**config.mk**
```make
export PLATFORM = sky130hd
export DESIGN_NAME = i2s_slave_tx
export DESIGN_NICKNAME = d
export VERILOG_FILES = /design/src/rtl/i2s_slave_tx.sv
export SDC_FILE = /design/constraint.sdc
export NUM_CORES = 1
export LEC_CHECK = 0
export ABC_AREA = 1
export CAP_MARGIN = 10
export CORE_UTILIZATION = 53
export DETAILED_ROUTE_END_ITERATION = 7
export PLACE_DENSITY = 0.75
export SETUP_SLACK_MARGIN = 0.3
export SLEW_MARGIN = 15
export SYNTH_ARGS = -nofsm -noshare
export SYNTH_HDL_FRONTEND = slang
export SYNTH_SLANG_ARGS = --single-unit
```
**constraint.sdc**
```tcl
create_clock -name axis_clk -period 1.4 [get_ports axis_clk]
set_clock_uncertainty 0.15 [all_clocks]
set_input_delay 0.28 -clock axis_clk [delete_from_list [all_inputs] [get_ports axis_clk]]
set_output_delay 0.28 -clock axis_clk [all_outputs]
set_load 0.005 [all_outputs]
```
**src/rtl/i2s_slave_tx.sv**
```systemverilog
// I2S slave transmitter: buffers one left/right pair from an AXI-Stream input and
// serializes it onto sdout, timed by an externally supplied sclk/lrck.
module i2s_slave_tx #(
    parameter int DATA_WIDTH = 24,
    parameter int SLOT_WIDTH = 32
) (
    input  logic                  axis_clk,
    input  logic                  axis_resetn,
    input  logic [DATA_WIDTH-1:0] s_axis_data,
    input  logic                  s_axis_valid,
    output logic                  s_axis_ready,
    input  logic                  s_axis_last,
    input  logic                  sclk,
    input  logic                  lrck,
    output logic                  sdout,
    output logic                  underrun,
    output logic                  sync_err
);

    localparam int PAD_WIDTH = SLOT_WIDTH - DATA_WIDTH;

    typedef enum logic [1:0] {
        EXP_L,
        EXP_R,
        FULL
    } state_t;

    logic                  sclk_s1_q, sclk_s2_q, sclk_d1_q;
    logic                  lrck_s1_q, lrck_s2_q;
    logic                  lrck_ref_q, lrck_ref_d;
    logic                  ref_valid_q, ref_valid_d;
    logic                  started_q, started_d;
    state_t                state_q, state_d;
    logic [DATA_WIDTH-1:0] left_buf_q, left_buf_d;
    logic [DATA_WIDTH-1:0] right_buf_q, right_buf_d;
    logic [DATA_WIDTH-1:0] act_l_q, act_l_d;
    logic [DATA_WIDTH-1:0] act_r_q, act_r_d;
    logic [SLOT_WIDTH-1:0] shift_q, shift_d;
    logic                  sdout_q, sdout_d;
    logic                  underrun_q, underrun_d;
    logic                  sync_err_q, sync_err_d;

    logic fe, chan_change, frame_start, ready, beat;

    // sclk_d1_q holds the previous synchronized sclk so a 1->0 step marks a falling edge.
    always_ff @(posedge axis_clk or negedge axis_resetn) begin
        if (!axis_resetn) begin
            sclk_s1_q <= 1'b0;
            sclk_s2_q <= 1'b0;
            sclk_d1_q <= 1'b0;
            lrck_s1_q <= 1'b0;
            lrck_s2_q <= 1'b0;
        end else begin
            sclk_s1_q <= sclk;
            sclk_s2_q <= sclk_s1_q;
            sclk_d1_q <= sclk_s2_q;
            lrck_s1_q <= lrck;
            lrck_s2_q <= lrck_s1_q;
        end
    end

    always_comb begin
        fe          = sclk_d1_q & ~sclk_s2_q;
        chan_change = fe & ref_valid_q & (lrck_s2_q != lrck_ref_q);
        frame_start = chan_change & ~lrck_s2_q;
        ready       = started_q & (state_q != FULL) & ~frame_start;
        beat        = s_axis_valid & ready;

        lrck_ref_d  = lrck_ref_q;
        ref_valid_d = ref_valid_q;
        started_d   = 1'b1;
        state_d     = state_q;
        left_buf_d  = left_buf_q;
        right_buf_d = right_buf_q;
        act_l_d     = act_l_q;
        act_r_d     = act_r_q;
        shift_d     = shift_q;
        sdout_d     = sdout_q;
        underrun_d  = 1'b0;
        sync_err_d  = 1'b0;

        if (fe) begin
            lrck_ref_d  = lrck_s2_q;
            ref_valid_d = 1'b1;
        end

        // Without a full pair the held left sample survives so the stream can still complete it.
        if (frame_start) begin
            if (state_q == FULL) begin
                act_l_d = left_buf_q;
                act_r_d = right_buf_q;
                state_d = EXP_L;
            end else begin
                act_l_d    = '0;
                act_r_d    = '0;
                underrun_d = 1'b1;
            end
        end else if (beat) begin
            case (state_q)
                EXP_L: begin
                    if (!s_axis_last) begin
                        left_buf_d = s_axis_data;
                        state_d    = EXP_R;
                    end else begin
                        sync_err_d = 1'b1;
                    end
                end
                EXP_R: begin
                    if (s_axis_last) begin
                        right_buf_d = s_axis_data;
                        state_d     = FULL;
                    end else begin
                        left_buf_d = s_axis_data;
                        sync_err_d = 1'b1;
                    end
                end
                default: state_d = state_q;
            endcase
        end

        // The change edge itself carries the I2S one-bit delay slot; the MSB follows on the next fe.
        if (chan_change) begin
            shift_d = {(lrck_s2_q ? act_r_q : act_l_d), {PAD_WIDTH{1'b0}}};
            sdout_d = 1'b0;
        end else if (fe) begin
            sdout_d = shift_q[SLOT_WIDTH-1];
            shift_d = {shift_q[SLOT_WIDTH-2:0], 1'b0};
        end
    end

    always_ff @(posedge axis_clk or negedge axis_resetn) begin
        if (!axis_resetn) begin
            lrck_ref_q  <= 1'b0;
            ref_valid_q <= 1'b0;
            started_q   <= 1'b0;
            state_q     <= EXP_L;
            left_buf_q  <= '0;
            right_buf_q <= '0;
            act_l_q     <= '0;
            act_r_q     <= '0;
            shift_q     <= '0;
            sdout_q     <= 1'b0;
            underrun_q  <= 1'b0;
            sync_err_q  <= 1'b0;
        end else begin
            lrck_ref_q  <= lrck_ref_d;
            ref_valid_q <= ref_valid_d;
            started_q   <= started_d;
            state_q     <= state_d;
            left_buf_q  <= left_buf_d;
            right_buf_q <= right_buf_d;
            act_l_q     <= act_l_d;
            act_r_q     <= act_r_d;
            shift_q     <= shift_d;
            sdout_q     <= sdout_d;
            underrun_q  <= underrun_d;
            sync_err_q  <= sync_err_d;
        end
    end

    assign s_axis_ready = ready;
    assign sdout        = sdout_q;
    assign underrun     = underrun_q;
    assign sync_err     = sync_err_q;

endmodule

```
After elaboration in Yosys (flattened, before gate mapping):

Index checks and enable logic that the tools add are counted.

* eq/ne operators: 7
* muxes and demuxes: 21
* bitwise gates (word level): 11
* reduce and logical (&&, ||, !) cells: 8

Operators by type and width (count)
* two-way mux 24 bit: 4
* two-way mux 32 bit: 2
* two-way mux 2 bit: 5
* two-way mux 1 bit: 8
* AND reduction 4 bit: 2
* bitwise AND 1 bit: 7
* != test 3 bit, second input constant: 2
* AND reduction 5 bit: 1
* inverter 1 bit: 4
* case mux 2 bit (2 select lines): 1
* nonzero test 2 bit: 2
* nonzero test 3 bit: 1
* == test 2 x 1 -> 1 bit, second input constant: 1
* == test 2 bit, second input constant: 1
* zero test 2 bit: 1
* != test 2 x 1 -> 1 bit, second input constant: 1
* != test 2 bit, second input constant: 1
* case mux 1 bit (2 select lines): 1
* OR reduction 2 bit: 1
* != test 1 bit: 1

* register bits: 141
* input port bits: 30
* output and inout port bits: 4
* logic and storage cells: 64

Depth between registers and ports, before layout:

Gate-level depths: netlist (run 1).

* word-level depth: 10
* depth in mapped cells: 10
* depth with buffers taken out: 9

Worst setup path after synthesis (run 1):

No wires, ideal clock.

* path kind: register to output
* start point: register sclk_s2_q
* end point: output s_axis_ready
* arrival: 1.144 ns
* data required time: 0.970 ns
* setup slack: -0.174 ns
* cell stages (with the launch flop): 7
* path buffers: 2
* path through: dfrtp_1 -> inv_2 -> nand3_2 -> nor2_4 -> buf_2 -> buf_2 -> nor3_1

* longest elaborated chain between the ends: 7

Ends and longest elaborated chain
* from (decl): RTL line 28 `logic sclk_s1_q, sclk_s2_q, sclk_d1_q;`
* from (signal assigned): RTL line 55 `sclk_s2_q <= sclk_s1_q;`
* inverter 1 bit: RTL line 63 `fe = sclk_d1_q & ~sclk_s2_q;`
* bitwise AND 1 bit: RTL line 63
* bitwise AND 1 bit (2 in a row): RTL line 64 `chan_change = fe & ref_valid_q & (lrck_s2_q != lrck_ref_q);`
* bitwise AND 1 bit: RTL line 65 `frame_start = chan_change & ~lrck_s2_q;`
* inverter 1 bit (no line)
* bitwise AND 1 bit: RTL line 66 `ready = started_q & (state_q != FULL) & ~frame_start;`
* to (decl): RTL line 11 `output logic s_axis_ready,`

No other way between the ends.

Worst setup path after layout (run 1):

* start point: register sclk_d1_q
* end point: register state_q[1]

* longest elaborated chain between the ends: 9
* elaborated cells on any way between the ends: 14

Ends and longest elaborated chain
* from (decl): RTL line 28
* from (signal assigned): RTL line 56 `sclk_d1_q <= sclk_s2_q;`
* bitwise AND 1 bit *: RTL line 63
* bitwise AND 1 bit * (2 in a row): RTL line 64
* bitwise AND 1 bit *: RTL line 65
* inverter 1 bit (no line)
* bitwise AND 1 bit: RTL line 66
* bitwise AND 1 bit: RTL line 67 `beat = s_axis_valid & ready;`
* nonzero test 2 bit (no line)
* AND reduction 5 bit (no line)
* to (signal assigned): RTL line 149 `state_q <= state_d;`
* to (decl): RTL line 33 `state_t state_q, state_d;`

Mark *: on every way between the ends. The rest lies on a longest branch, timed or not.
A chain may end at the register's enable or synchronous reset.

==> results.sh, run 1 <==
export IMPL_status="complete, but fails checks"
export IMPL_failed_checks="setup timing"
export IMPL_row_count=37
export IMPL_ant_nets=0
export IMPL_critPathLaunchType="flip-flop"
export IMPL_fp_dieArea_um2=11500
export IMPL_dp_hpwl_um=8760
export IMPL_grt_pass1_vias=4977
export IMPL_port_buffers=33
export IMPL_nets=854
export IMPL_p_leak_nw=4.20
export IMPL_grt_start_max_net_pins=49
export IMPL_hold_path_class="input port to asynchronous set/reset pin"
export IMPL_clk_latency_ps=550
export IMPL_fin_hold_ws_ps=29.9
export IMPL_htreeDepth=4
export IMPL_ios=34
export IMPL_hold_violations=0
export IMPL_r2r_setup_slack_ps=-530
export IMPL_finalCriticalPeriod_ps=1930
export IMPL_remaining_drc_errors=0
export IMPL_grt_pass1_wl_um=24600
export IMPL_total_power_mw=9.72
export IMPL_clockRootBuffer="clkbuf_8"
export IMPL_avgSynthCellArea_um2=8.16
export IMPL_cp_max_fo=7
export IMPL_die_height_um=107
export IMPL_initial_core_util_pct=55.6
export IMPL_cts_tree="built"
export IMPL_utilization_pct=82.8
export IMPL_syn_to_final_growth_pct=48.9
export IMPL_yosysSeqAreaShare_pct=56.9
export IMPL_synth_cells=716
export IMPL_wl_met2_um=10200
export IMPL_fp_dieW_um=107
export IMPL_vias_per_cell=6.20
export IMPL_wl_per_cell_um=22.1
export IMPL_yosysUniqueCellTypes=27
export IMPL_crit_type="flip-flop to flip-flop"
export IMPL_setup_slack_ps=-531
export IMPL_required_ps=1680
export IMPL_coreArea_um2=10500
export IMPL_clock_sinks=133
export IMPL_ir_drop_mv=0.720
export IMPL_maxCapViolCount=0
export IMPL_layout_drive_gt1_share_pct=34.6
export IMPL_antenna_cells=0
export IMPL_wl_met1_um=7660
export IMPL_drt_iter0_drc=758
export IMPL_drv_slew=0
export IMPL_crit_arrival_ps=2210
export IMPL_fmax_mhz=518
export IMPL_reg2regPathDepth=11
export IMPL_cts_buffers=17
export IMPL_ys_seq_elements=133
export IMPL_regToRegStartpoint="sclk_d1_q$_DFF_PN0_"
export IMPL_setup_viol=130
export IMPL_grt_remaining_overflow=0
export IMPL_gp_congestion=0.791
export IMPL_clockBufferDepth=2
export IMPL_dp_slack_ps=-382
export IMPL_syn_cell_area_um2=5840
export IMPL_reg2reg_to="state_q[1]$_DFFE_PN0P_"
export IMPL_rsz0062_at_grt="true"
export IMPL_yosys_warnings=0
export IMPL_cp_startpoint="sclk_d1_q$_DFF_PN0_"
export IMPL_setup_tns_ps=-48120
export IMPL_antenna_found_initial=0
export IMPL_power_density_nw_per_um2=1120
export IMPL_totalWireLength_um=21500
export IMPL_top_layer_used="met4"
export IMPL_route_met3_wl_um=2270
export IMPL_vias=6029
export IMPL_finalCritPeriodShare_pct=138
export IMPL_first_pass_iters=5
export IMPL_critPathCaptureType="flip-flop"
export IMPL_grt_use_total_pct=28.2
export IMPL_clk_pin_slew_worst_paths_ps=60
export IMPL_synth_nets=746
## synthesized netlist by cell type
library cell,count,area share (%)
nand3_1,73,6.3
o21ai_1,1,0.086
buf_4,4,0.51
buf_2,13,1.1
buf_1,2,0.13
nand3_2,3,0.51
nand4_2,1,0.21
nand2_2,1,0.11
nor2_1,98,6.3
inv_4,1,0.11
nor2_2,1,0.11
o211ai_1,1,0.13
nor2_4,3,0.58
nand2_4,2,0.39
dfrtp_1,133,57
nor3_1,1,0.086
or2_2,1,0.11
buf_6,5,0.96
inv_1,29,1.9
xnor2_1,1,0.15
o21ai_0,4,0.34
a21oi_1,48,4.1
clkbuf_1,14,0.90
conb_1,1,0.064
nor2_8,1,0.34
nand2_1,269,17
inv_2,5,0.32
## through the flow
| step | std cells | instance area (µm²) |
|---|---|---|
| after floorplan | 716 | 5920 |
| after global placement | 902 | 6710 |
| after detailed placement | 902 | 6710 |
| after CTS | 951 | 7660 |
| after global routing | 973 | 8700 |
| final | 973 | 8700 |
## worst max-delay path, cell delays in order, from the launching register on
cell     delay (ps)
dfrtp_1         380
buf_6           110
buf_6            90
inv_4            30
nor2_4          140
buf_4           140
buf_6            90
nand3_4         110
buf_4           170
buf_8           130
o21ai_1         170
nand2_1          90
## registers in the layout, summed over array words and instances, names as in the netlist, 2 cells and up
register,count
act_l_q,24
right_buf_q,24
state_q,2
shift_q,24
act_r_q,24
left_buf_q,24
## worst max path at each step
stage                                  endpoint  cells past startpoint
CTS                                s_axis_ready                      5
finish                   state_q[1]$_DFFE_PN0P_                     11
floorplan                          s_axis_ready                      6
global route             state_q[1]$_DFFE_PN0P_                     11
global placement    right_buf_q[19]$_DFFE_PN0P_                      8
detailed placement   right_buf_q[2]$_DFFE_PN0P_                      8
## cell families (layout without fill, tap and decap cells)
group / count (synthesis) / count (layout) / synth area share, %
other cells: 1 / 1 / 0.0642
xor+xnor: 1 / 1 / 0.150
flops: 133 / 133 / 56.9
buf+inv: 73 / 191 / 5.91
simple gates: 454 / 457 / 32.3
compound gates: 54 / 54 / 4.67
## report_power, final
part / switching, mW / internal [mW] / total [mW]
logic: 0.538 / 0.464 / 1.00
registers: 0.118 / 4.02 / 4.14
clock network: 1.74 / 2.84 / 4.58
total: 2.40 / 7.32 / 9.72
## placed cells by master (no fill, tap or decap), types with 22 or more instances in the layout
master / n
nor2_1: 92
nand2_4: 40
nand2_1: 165
clkdlybuf4s50_1: 28
dfrtp_1: 133
inv_1: 29
a21oi_1: 33
nand2_2: 66
nand3_1: 57
buf_6: 30
buf_4: 28
clkbuf_16: 22
## what timing repair did
action                     in CTS  in global routing
pin swaps                       4                 26
gates resized for setup        56                216
buffers inserted                9                 13
hold buffers                    1                  0
setup endpoints to repair     131                131
cloned                          7                  9
hold endpoints to repair      133                  0
## final cells by class
class                           instances  area [µm²]
Multi-Input combinational cell        513        2920
Clock inverter                         10         128
Tap cell                              136         170
Sequential cell                       133        3330
Inverter                               35         146
Clock buffer                           22         463
Timing Repair Buffer                  124        1550
Fill cell                             455        1810
## layer usage
layer,global-route usage [%],vias to the layer above
met5,0,-
li1,-,2470
met1,38.7,2871
met3,5.17,148
met2,44.5,540
met4,11.4,0
No activity file was read; power rests on OpenSTA's default activity.
==> run 2, diff against run 1 <==
--- a/config.mk
+++ b/config.mk
@@ -7,9 +7,9 @@
 export LEC_CHECK = 0
 export ABC_AREA = 1
 export CAP_MARGIN = 10
-export CORE_UTILIZATION = 53
+export CORE_UTILIZATION = 55
 export DETAILED_ROUTE_END_ITERATION = 7
-export PLACE_DENSITY = 0.75
+export PLACE_DENSITY = 0.74
 export SETUP_SLACK_MARGIN = 0.3
 export SLEW_MARGIN = 15
 export SYNTH_ARGS = -nofsm -noshare
==> constraint.sdc (replaced) <==
create_clock -name axis_clk -period 2.3 [get_ports axis_clk]
set_clock_uncertainty 0.15 [all_clocks]
set_input_delay 0.46 -clock axis_clk [delete_from_list [all_inputs] [get_ports axis_clk]]
set_output_delay 0.46 -clock axis_clk [all_outputs]
set_load 0.005 [all_outputs]
==> results.sh, run 2 (synthesized netlist as in run 1, its figures left out) <==
export IMPL_stdcell_count=901
export IMPL_clockRootBuffer="clkbuf_8"
export IMPL_grt_pass1_vias=4560
export IMPL_mostFrequentLayoutCells="nand2_1, dfrtp_1, nor2_1, nand3_1, a21oi_1"
export IMPL_ir_drop_mv=0.451
export IMPL_grt_start_max_net_pins=134
export IMPL_grt_pass1_wl_um=22600
export IMPL_coreArea_um2=10300
export IMPL_syn_to_final_growth_pct=20.2
export IMPL_hold_violations=0
export IMPL_drt_iter0_drc=394
export IMPL_fillers=795
export IMPL_cellInternalPower_mw=4.53
export IMPL_port_buffers=33
export IMPL_htreeDepth=4
export IMPL_vias=4835
export IMPL_dp_cells=861
export IMPL_ant_nets=0
export IMPL_rsz0062_at_grt="true"
export IMPL_vias_per_cell=5.37
export IMPL_setup_tns_ps=0
export IMPL_crit_type="flip-flop to output pin"
export IMPL_layout_drive_gt1_share_pct=10.2
export IMPL_gp_congestion=0.785
export IMPL_critPathCaptureType="output pin"
export IMPL_cp_max_fo=2
export IMPL_nets=782
export IMPL_clk_latency_ps=520
export IMPL_reg2regPathDepth=7
export IMPL_required_ps=1690
export IMPL_r2r_setup_slack_ps=340
export IMPL_total_power_mw=5.77
export IMPL_grt_remaining_overflow=0
export IMPL_cts_buffers=17
export IMPL_worst_pin_slew_ps=863
export IMPL_remaining_drc_errors=0
export IMPL_grt_use_total_pct=26.4
export IMPL_setup_slack_ps=257
export IMPL_fmax_mhz=489
export IMPL_dp_slack_ps=135
export IMPL_power_density_nw_per_um2=821
export IMPL_status="complete, no violations"
export IMPL_row_count=37
export IMPL_first_pass_iters=8
export IMPL_p_clk_share_pct=50.0
export IMPL_pwr_share_seq_pct=43.5
export IMPL_setup_worst_path_end="s_axis_ready"
export IMPL_fp_dieArea_um2=11000
export IMPL_mostFrequentLayoutCell="nand2_1"
export IMPL_antenna_cells=0
export IMPL_die_height_um=105
export IMPL_ios=34
export IMPL_clockBufferDepth=2
export IMPL_initial_core_util_pct=56.6
export IMPL_setup_viol=0
export IMPL_regToRegStartpoint="lrck_s2_q$_DFF_PN0_"
export IMPL_cp_startpoint="lrck_s2_q$_DFF_PN0_"
export IMPL_critPathLaunchType="flip-flop"
export IMPL_cts_tree="built"
export IMPL_totalWireLength_um=13500
export IMPL_finalCritPeriodShare_pct=88.8
export IMPL_slew_headroom_pct=42.3
export IMPL_pwr_share_comb_pct=6.5
export IMPL_clock_sinks=133
export IMPL_crit_arrival_ps=1430
export IMPL_finalCriticalPeriod_ps=2040
export IMPL_maxCapViolCount=0
export IMPL_drv_slew=0
export IMPL_hold_path_class="input port to flip-flop"
export IMPL_fp_dieW_um=105
export IMPL_switching_share_pct=21.5
export IMPL_reg2reg_to="shift_q[26]$_DFFE_PN0P_"
export IMPL_wl_per_cell_um=14.9
export IMPL_p_leak_nw=3.61
export IMPL_dp_hpwl_um=8120
export IMPL_p_switching_mw=1.24
export IMPL_clk_pin_slew_worst_paths_ps=60
export IMPL_antenna_found_initial=0
## run 2: critical path, stage by stage, from the launching register on
cell and delay (ps):
dfrtp_1 420, inv_2 90, nand2_2 70, nor2_4 150
nor3_2 50, buf_2 130
## run 2: repair_timing
action	CTS	global route
gates cloned	0	1
endpoints found under the setup margin	34	69
endpoints found under the hold margin	133	0
hold buffers	1	0
resized for setup	8	15
pin swaps	1	2
setup buffers	6	0
## run 2: cell type report
class	instances	area, µm²	area share (%)
Multi-Input combinational cell	511	2220	31.7
Tap cell	136	170	2.42
Timing Repair Buffer	54	524	7.46
Sequential cell	133	3330	47.4
Inverter	35	136	1.94
Clock inverter	8	143	2.03
Clock buffer	24	500	7.12
## run 2: power groups by stage
stage | Combinational [mW] | Sequential (mW) | Clock (mW)
final | 0.376 | 2.51 | 2.88
after global routing | 0.428 | 2.52 | 3.02
after CTS | 0.374 | 2.51 | 2.91
after detailed placement | 0.360 | 2.55 | 0
after global placement | 0.350 | 2.54 | 0
after floorplan | 0.201 | 2.53 | 0
## run 2: worst min path at each step
stage                        start                   end  slack, ps  depth (start not counted)
2_1_floorplan          axis_resetn  act_l_q[0]$_DFF_PN0_         10                          0
3_3_place_gp   lrck_s1_q$_DFF_PN0_   lrck_s2_q$_DFF_PN0_        220                          0
3_5_place_dp   lrck_s1_q$_DFF_PN0_   lrck_s2_q$_DFF_PN0_        210                          0
4_1_cts                       lrck   lrck_s1_q$_DFF_PN0_        230                          1
5_1_grt                       lrck   lrck_s1_q$_DFF_PN0_        220                          1
6_report                      lrck   lrck_s1_q$_DFF_PN0_        240                          1
## run 2: per-stage QoR
stage	cell area (µm²)	hold WS, ps	utilization, %
finish	7030	240	68.1
global route	7030	224	68.1
CTS	6970	233	67.5
detailed placement	6250	215	60.6
global placement	6250	224	60.6
floorplan	5840	14.4	-
## run 2: layer usage
layer / vias to the layer above / GRT usage, % / routed length, µm
met5: - / 0 / 0
met4: 0 / 8.15 / 215
met3: 19 / 6.67 / 951
met2: 185 / 36.9 / 6050
met1: 2321 / 40.5 / 6240
li1: 2310 / - / -
==> run 3, diff against run 2 <==
--- a/config.mk
+++ b/config.mk
@@ -8,6 +8,7 @@
 export ABC_AREA = 1
 export CAP_MARGIN = 10
 export CORE_UTILIZATION = 55
+export CTS_CLUSTER_SIZE = 10
 export DETAILED_ROUTE_END_ITERATION = 7
 export PLACE_DENSITY = 0.74
 export SETUP_SLACK_MARGIN = 0.3
==> results of run 3 <==
The final DEF is identical to that of run 2; final timing and power are the same.
